[src/rtl/code_lock_ctrl.sv]
// Sequencing controller for the 4-switch combination lock: input sync, key-press detect, open/alarm/lockout timing.
// Optional code programming while open is enabled by defining CODE_LOCK_PROG_EN.
module code_lock_ctrl #(
  parameter logic [3:0] PASSWORD    = 4'b1111,
  parameter int         OPEN_CYCLES = 50_000_000,
  parameter int         ERR_CYCLES  = 25_000_000,
  parameter int         MAX_FAIL    = 3,
  parameter int         LOCK_CYCLES = 250_000_000
) (
  input  logic       clk,
  input  logic       rst,
  input  logic [3:0] sw,
  input  logic       k,
  input  logic       set,
  output logic       led1,
  output logic       led2,
  output logic [1:0] state,
  output logic [2:0] fail_cnt
);

  typedef enum logic [1:0] {
    IDLE    = 2'd0,
    OPEN    = 2'd1,
    ERR     = 2'd2,
    LOCKOUT = 2'd3
  } state_t;

  localparam logic [31:0] OPEN_LOAD = 32'(OPEN_CYCLES - 1);
  localparam logic [31:0] ERR_LOAD  = 32'(ERR_CYCLES - 1);
  localparam logic [31:0] LOCK_LOAD = 32'(LOCK_CYCLES - 1);
  localparam logic [2:0]  FAIL_MAX  = 3'(MAX_FAIL);

  state_t      st;
  logic [31:0] timer;
  logic [3:0]  sw_meta, sw_s;
  logic        k_meta, k_s, k_d;
  logic        press;
  logic [3:0]  code;
  logic [2:0]  fail_next;

  // k idles high, so its synchroniser resets to 1 and reset cannot fake a falling edge
  always_ff @(posedge clk or posedge rst) begin
    if (rst) begin
      sw_meta <= 4'b0000;
      sw_s    <= 4'b0000;
      k_meta  <= 1'b1;
      k_s     <= 1'b1;
      k_d     <= 1'b1;
    end else begin
      sw_meta <= sw;
      sw_s    <= sw_meta;
      k_meta  <= k;
      k_s     <= k_meta;
      k_d     <= k_s;
    end
  end

  assign press = k_d & ~k_s;

`ifdef CODE_LOCK_PROG_EN
  logic set_meta, set_s, set_d;

  always_ff @(posedge clk or posedge rst) begin
    if (rst) begin
      set_meta <= 1'b0;
      set_s    <= 1'b0;
      set_d    <= 1'b0;
      code     <= PASSWORD;
    end else begin
      set_meta <= set;
      set_s    <= set_meta;
      set_d    <= set_s;
      if ((st == OPEN) && set_s && !set_d) begin
        code <= sw_s;
      end else begin
        code <= code;
      end
    end
  end
`else
  logic unused_set;
  assign unused_set = set;
  assign code       = PASSWORD;
`endif

  always_comb begin
    if (fail_cnt < FAIL_MAX) begin
      fail_next = fail_cnt + 3'd1;
    end else begin
      fail_next = FAIL_MAX;
    end
  end

  // LEDs are assigned alongside each state transition so they switch on the same edge as state
  always_ff @(posedge clk or posedge rst) begin
    if (rst) begin
      st       <= IDLE;
      timer    <= 32'd0;
      fail_cnt <= 3'd0;
      led1     <= 1'b1;
      led2     <= 1'b1;
    end else begin
      case (st)
        IDLE: begin
          if (press && (sw_s == code)) begin
            st       <= OPEN;
            timer    <= OPEN_LOAD;
            fail_cnt <= 3'd0;
            led1     <= 1'b0;
            led2     <= 1'b1;
          end else if (press && (fail_next == FAIL_MAX)) begin
            st       <= LOCKOUT;
            timer    <= LOCK_LOAD;
            fail_cnt <= fail_next;
            led1     <= 1'b1;
            led2     <= 1'b0;
          end else if (press) begin
            st       <= ERR;
            timer    <= ERR_LOAD;
            fail_cnt <= fail_next;
            led1     <= 1'b1;
            led2     <= 1'b0;
          end else begin
            st   <= IDLE;
            led1 <= 1'b1;
            led2 <= 1'b1;
          end
        end
        OPEN: begin
          if (timer == 32'd0) begin
            st   <= IDLE;
            led1 <= 1'b1;
            led2 <= 1'b1;
          end else begin
            timer <= timer - 32'd1;
            led1  <= 1'b0;
            led2  <= 1'b1;
          end
        end
        ERR: begin
          if (timer == 32'd0) begin
            st   <= IDLE;
            led1 <= 1'b1;
            led2 <= 1'b1;
          end else begin
            timer <= timer - 32'd1;
            led1  <= 1'b1;
            led2  <= 1'b0;
          end
        end
        LOCKOUT: begin
          if (timer == 32'd0) begin
            st       <= IDLE;
            fail_cnt <= 3'd0;
            led1     <= 1'b1;
            led2     <= 1'b1;
          end else begin
            timer <= timer - 32'd1;
            led1  <= 1'b1;
            led2  <= 1'b0;
          end
        end
        default: begin
          st       <= IDLE;
          timer    <= 32'd0;
          fail_cnt <= 3'd0;
          led1     <= 1'b1;
          led2     <= 1'b1;
        end
      endcase
    end
  end

  assign state = st;

endmodule
[config.mk]
export PLATFORM = sky130hd
export DESIGN_NAME = code_lock_ctrl
export DESIGN_NICKNAME = d
export VERILOG_FILES = /design/src/rtl/code_lock_ctrl.sv
export SDC_FILE = /design/constraint.sdc
export NUM_CORES = 1
export LEC_CHECK = 0
export ABC_AREA = 1
export CAP_MARGIN = 20
export CORE_MARGIN = 8
export CORE_UTILIZATION = 50
export DETAILED_ROUTE_END_ITERATION = 8
export GPL_TIMING_DRIVEN = 0
export HOLD_SLACK_MARGIN = 0.03
export MAX_ROUTING_LAYER = met4
export PLACE_DENSITY = 0.71
export RECOVER_POWER = 50
export REMOVE_ABC_BUFFERS = 1
export SYNTH_ARGS = -nofsm -noshare
export SYNTH_HDL_FRONTEND = slang
export SYNTH_SLANG_ARGS = --single-unit
export TNS_END_PERCENT = 100
[constraint.sdc]
create_clock -name clk -period 1.9 [get_ports clk]
set_input_delay 0.38 -clock clk [delete_from_list [all_inputs] [get_ports clk]]
set_output_delay 0.38 -clock clk [all_outputs]
set_load 0.02 [all_outputs]
==> impl_metrics.prom <==
# TYPE chip_impl_metric gauge
chip_impl_info{name="min-delay-path-class",value="flop to flop"} 1
chip_impl_metric{name="synth_seq_cells",unit=""} 50
chip_impl_metric{name="postRouteWirelength",unit="um"} 7600
chip_impl_info{name="setup.worst_path.end_class",value="primary output"} 1
chip_impl_metric{name="multi_input_comb_area",unit="mm^2"} 0.00167
chip_impl_metric{name="power_density",unit="mW/mm^2"} 1440
chip_impl_metric{name="global_route.overflow_total",unit=""} 0
chip_impl_metric{name="synth.yosys.seq_area_share",unit="%"} 40.9
chip_impl_metric{name="worst_ep_required_time",unit="ps"} 1520
chip_impl_metric{name="path_buf_inv",unit=""} 1
chip_impl_info{name="crit-reg2reg-capture",value="timer[5]"} 1
chip_impl_metric{name="grt_antenna_before_repair",unit=""} 0
chip_impl_info{name="final_cell_mix",value="nand2_1, nor2_1, dfrtp_1"} 1
chip_impl_metric{name="slowest_delay",unit="ps"} 590
chip_impl_metric{name="detailedPlacementHpwl",unit="um"} 5170
chip_impl_metric{name="clock.fmax",unit="MHz"} 554
chip_impl_metric{name="groute.usage.overall",unit="%"} 17.7
chip_impl_metric{name="cts_made_buffers",unit=""} 5
chip_impl_info{name="criticalPathCategory",value="flop to primary output"} 1
chip_impl_metric{name="filler_cell_count",unit=""} 532
chip_impl_metric{name="detailroute.wirelength.met2",unit="um"} 3590
chip_impl_metric{name="static-leakage-power",unit="nW"} 1.65
chip_impl_metric{name="timing.max_cap.violations",unit=""} 0
chip_impl_metric{name="drtAntennaViolNets",unit=""} 0
chip_impl_metric{name="hold_slack",unit="ps"} 354
chip_impl_metric{name="drive_above_1_share",unit="%"} 16.9
chip_impl_metric{name="via_per_inst",unit=""} 5.32
chip_impl_info{name="clockRootBuffer",value="clkbuf_8"} 1
chip_impl_metric{name="syn_inst",unit=""} 423
chip_impl_metric{name="drc_errors",unit=""} 0
chip_impl_info{name="netlist_top_cells_area",value="dfrtp_1, nand2_1, nor2_1, nand3_1, inv_1"} 1
chip_impl_metric{name="number_of_unique_standard_cell_types_used_by_synthesis",unit=""} 30
chip_impl_metric{name="setup_viol",unit=""} 0
chip_impl_metric{name="area_growth_syn_to_layout",unit="%"} 16.5
chip_impl_metric{name="maximum_number_of_pins_on_one_net_before_global_route_repair",unit=""} 35
chip_impl_metric{name="post_synth_instance_area",unit="mm^2"} 0.00308
chip_impl_metric{name="cts_max_path_buffers",unit=""} 2
chip_impl_info{name="topRoutingLayerUsed",value="met4"} 1
chip_impl_metric{name="syn_avg_cell_area",unit="um^2"} 7.27
chip_impl_metric{name="top_level_ports",unit=""} 15
chip_impl_metric{name="tns",unit="ps"} 0
chip_impl_metric{name="first_global_vias",unit=""} 2538
chip_impl_metric{name="initialDrtViolationCount",unit=""} 186
chip_impl_metric{name="clk_pin_slew_worst_paths",unit="ps"} 90
chip_impl_metric{name="diodes",unit=""} 0
chip_impl_metric{name="insertion_delay",unit="ps"} 300
chip_impl_info{name="commonest_non_fill_non_tap_cell_in_the_layout",value="nand2_1"} 1
chip_impl_metric{name="worst_slew_margin_rel",unit="%"} 41.3
chip_impl_metric{name="period_share",unit="%"} 95.0
chip_impl_metric{name="timing.clock.skew",unit="ps"} 5.98
chip_impl_metric{name="seqCellArea",unit="mm^2"} 0.00126
chip_impl_metric{name="detail_route.wl_per_cell",unit="um"} 14.4
chip_impl_metric{name="synthesis.yosys.warnings",unit=""} 0
chip_impl_metric{name="detailroute.wirelength.met3",unit="um"} 495
chip_impl_info{name="critical_hold_path_startpoint",value="sw_meta[1]"} 1
chip_impl_info{name="cts_tree",value="built"} 1
chip_impl_metric{name="gp_congestion",unit=""} 0.950
chip_impl_metric{name="slew_viol_final",unit=""} 0
chip_impl_metric{name="grt_first_pass_wirelength",unit="um"} 12100
chip_impl_info{name="cp_cell_sequence",value="clkdlybuf4s50_1"} 1
chip_impl_metric{name="cts.sink_count",unit=""} 50
chip_impl_metric{name="worst-r2r-setup-slack",unit="ps"} 110
chip_impl_metric{name="drt_first_pass_iters",unit=""} 5
chip_impl_info{name="timing.critical_path.from_type",value="flop"} 1
chip_impl_info{name="worstHoldEndpoint",value="sw_s[1]"} 1
chip_impl_info{name="critPathTopFamily",value="buffers and inverters"} 1
chip_impl_metric{name="die_w",unit="um"} 94.4
chip_impl_metric{name="timing.hold.worst_path_depth",unit=""} 0
chip_impl_metric{name="initial_core_util",unit="%"} 51.9
chip_impl_metric{name="power.ir.vdd_worst",unit="mV"} 0.862
chip_impl_metric{name="report.final.hold_viol_count",unit=""} 0
chip_impl_info{name="setup_repair_after_global_routing_missed_its_margin",value="true"} 1
chip_impl_metric{name="row_count",unit=""} 28
chip_impl_info{name="synth_area_leader_cell",value="dfrtp_1"} 1
chip_impl_metric{name="floorplan.core_area",unit="mm^2"} 0.00592
chip_impl_info{name="standard_cell_with_the_maximum_stage_delay_on_the_critical_path",value="clkdlybuf4s50_1"} 1
chip_impl_metric{name="period_minus_slack",unit="ps"} 1800
chip_impl_metric{name="port-buffer-count",unit=""} 13
chip_impl_info{name="run_status",value="finished, final reports clean"} 1
chip_impl_metric{name="nets",unit=""} 461
chip_impl_info{name="r2r-start",value="state[0]"} 1
chip_impl_metric{name="die_outline_area",unit="mm^2"} 0.00892
chip_impl_metric{name="cts-htree-levels",unit=""} 2
chip_impl_metric{name="chipHeight",unit="um"} 94.4
chip_impl_metric{name="via_count",unit=""} 2798
chip_impl_metric{name="synth_top_cell_area_share",unit="%"} 36.6
chip_impl_metric{name="worst-r2r-cell-count",unit=""} 8
chip_impl_metric{name="wirelength_met1",unit="um"} 3370
chip_impl_metric{name="measured_slew_at_the_worst_slew_check_pin",unit="ps"} 879
chip_impl_metric{name="crit_path_max_fanout",unit=""} 1
chip_impl_metric{name="worstPathArrival",unit="ps"} 1420
-- kinds of logic after synthesis --
family | after synthesis | share of synthesized area, %
simple gates | 264 | 38.6
buf+inv | 53 | 7.57
flops | 50 | 40.9
compound gates | 44 | 9.19
xor+xnor | 9 | 2.56
fa+ha+maj | 3 | 1.22
-- sequential cells by signal, indices dropped and copies added, names as in the netlist, 2 cells and up --
name / count
fail_cnt: 3
timer: 32
state: 2
sw_meta: 4
sw_s: 4
-- power breakdown --
part,internal [mW],switching (mW)
Combinational,0.975,1.56
Sequential,1.43,0.444
Clock,0.393,0.347
-- synth_stat cells (all sizes together) --
cell	count
nor3	1
o22ai	1
a21o	1
a22oi	1
ha	3
inv	46
dfstp	5
xor2	6
a21oi	9
nor2	84
buf	7
nand4	7
o21bai	3
xnor2	3
nand3	39
nand3b	3
o21ai	29
nand2	130
dfrtp	45
-- metrics by stage --
step                util (%)  std cells  power, mW  setup WS, ps  area, um^2
finish                  60.5        526       5.15          95.3        3580
CTS                     58.8        521       5.00          39.8        3480
floorplan                  -        416       3.48         -77.9        3020
detailed placement      55.1        505       4.08          -487        3260
global route            60.5        526       5.54         -11.1        3580
global placement        54.7        504       4.01          -631        3240
-- metal layers --
metal / global-route usage, % / vias up
li1: - / 1394
met5: - / -
met4: 6.08 / 0
met1: 22.5 / 1298
met2: 27.9 / 96
met3: 2.86 / 10
-- area by class of cell --
| class | instances | share of cell area (%) |
|---|---|---|
| multi-input combinational | 321 | 46.5 |
| clock inverter | 2 | 1.05 |
| timing repair buffer | 25 | 7.54 |
| inverter | 46 | 4.92 |
| tap | 75 | 2.62 |
| sequential | 50 | 35.1 |
| timing repair inverter | 1 | 0.210 |
| clock buffer | 6 | 2.03 |
-- how the worst max path moves through the flow --
stage / slack, ps / end / cells past startpoint / from
2_1_floorplan: -80 / timer[5] / 7 / state[0]
3_3_place_gp: -630 / timer[27] / 2 / rst
3_5_place_dp: -490 / timer[6] / 6 / state[1]
4_1_cts: 40 / timer[14] / 8 / timer[0]
5_1_grt: -10 / timer[26] / 11 / timer[0]
6_report: 100 / led1 / 1 / led1
-- repair_timing --
item	CTS	global route
gates resized for setup	6	15
hold buffers	0	0
pin swaps	3	4
endpoints found under the setup margin	38	32
gates cloned	1	1
buffers inserted	7	4
No activity file was read; power rests on OpenSTA's default activity.
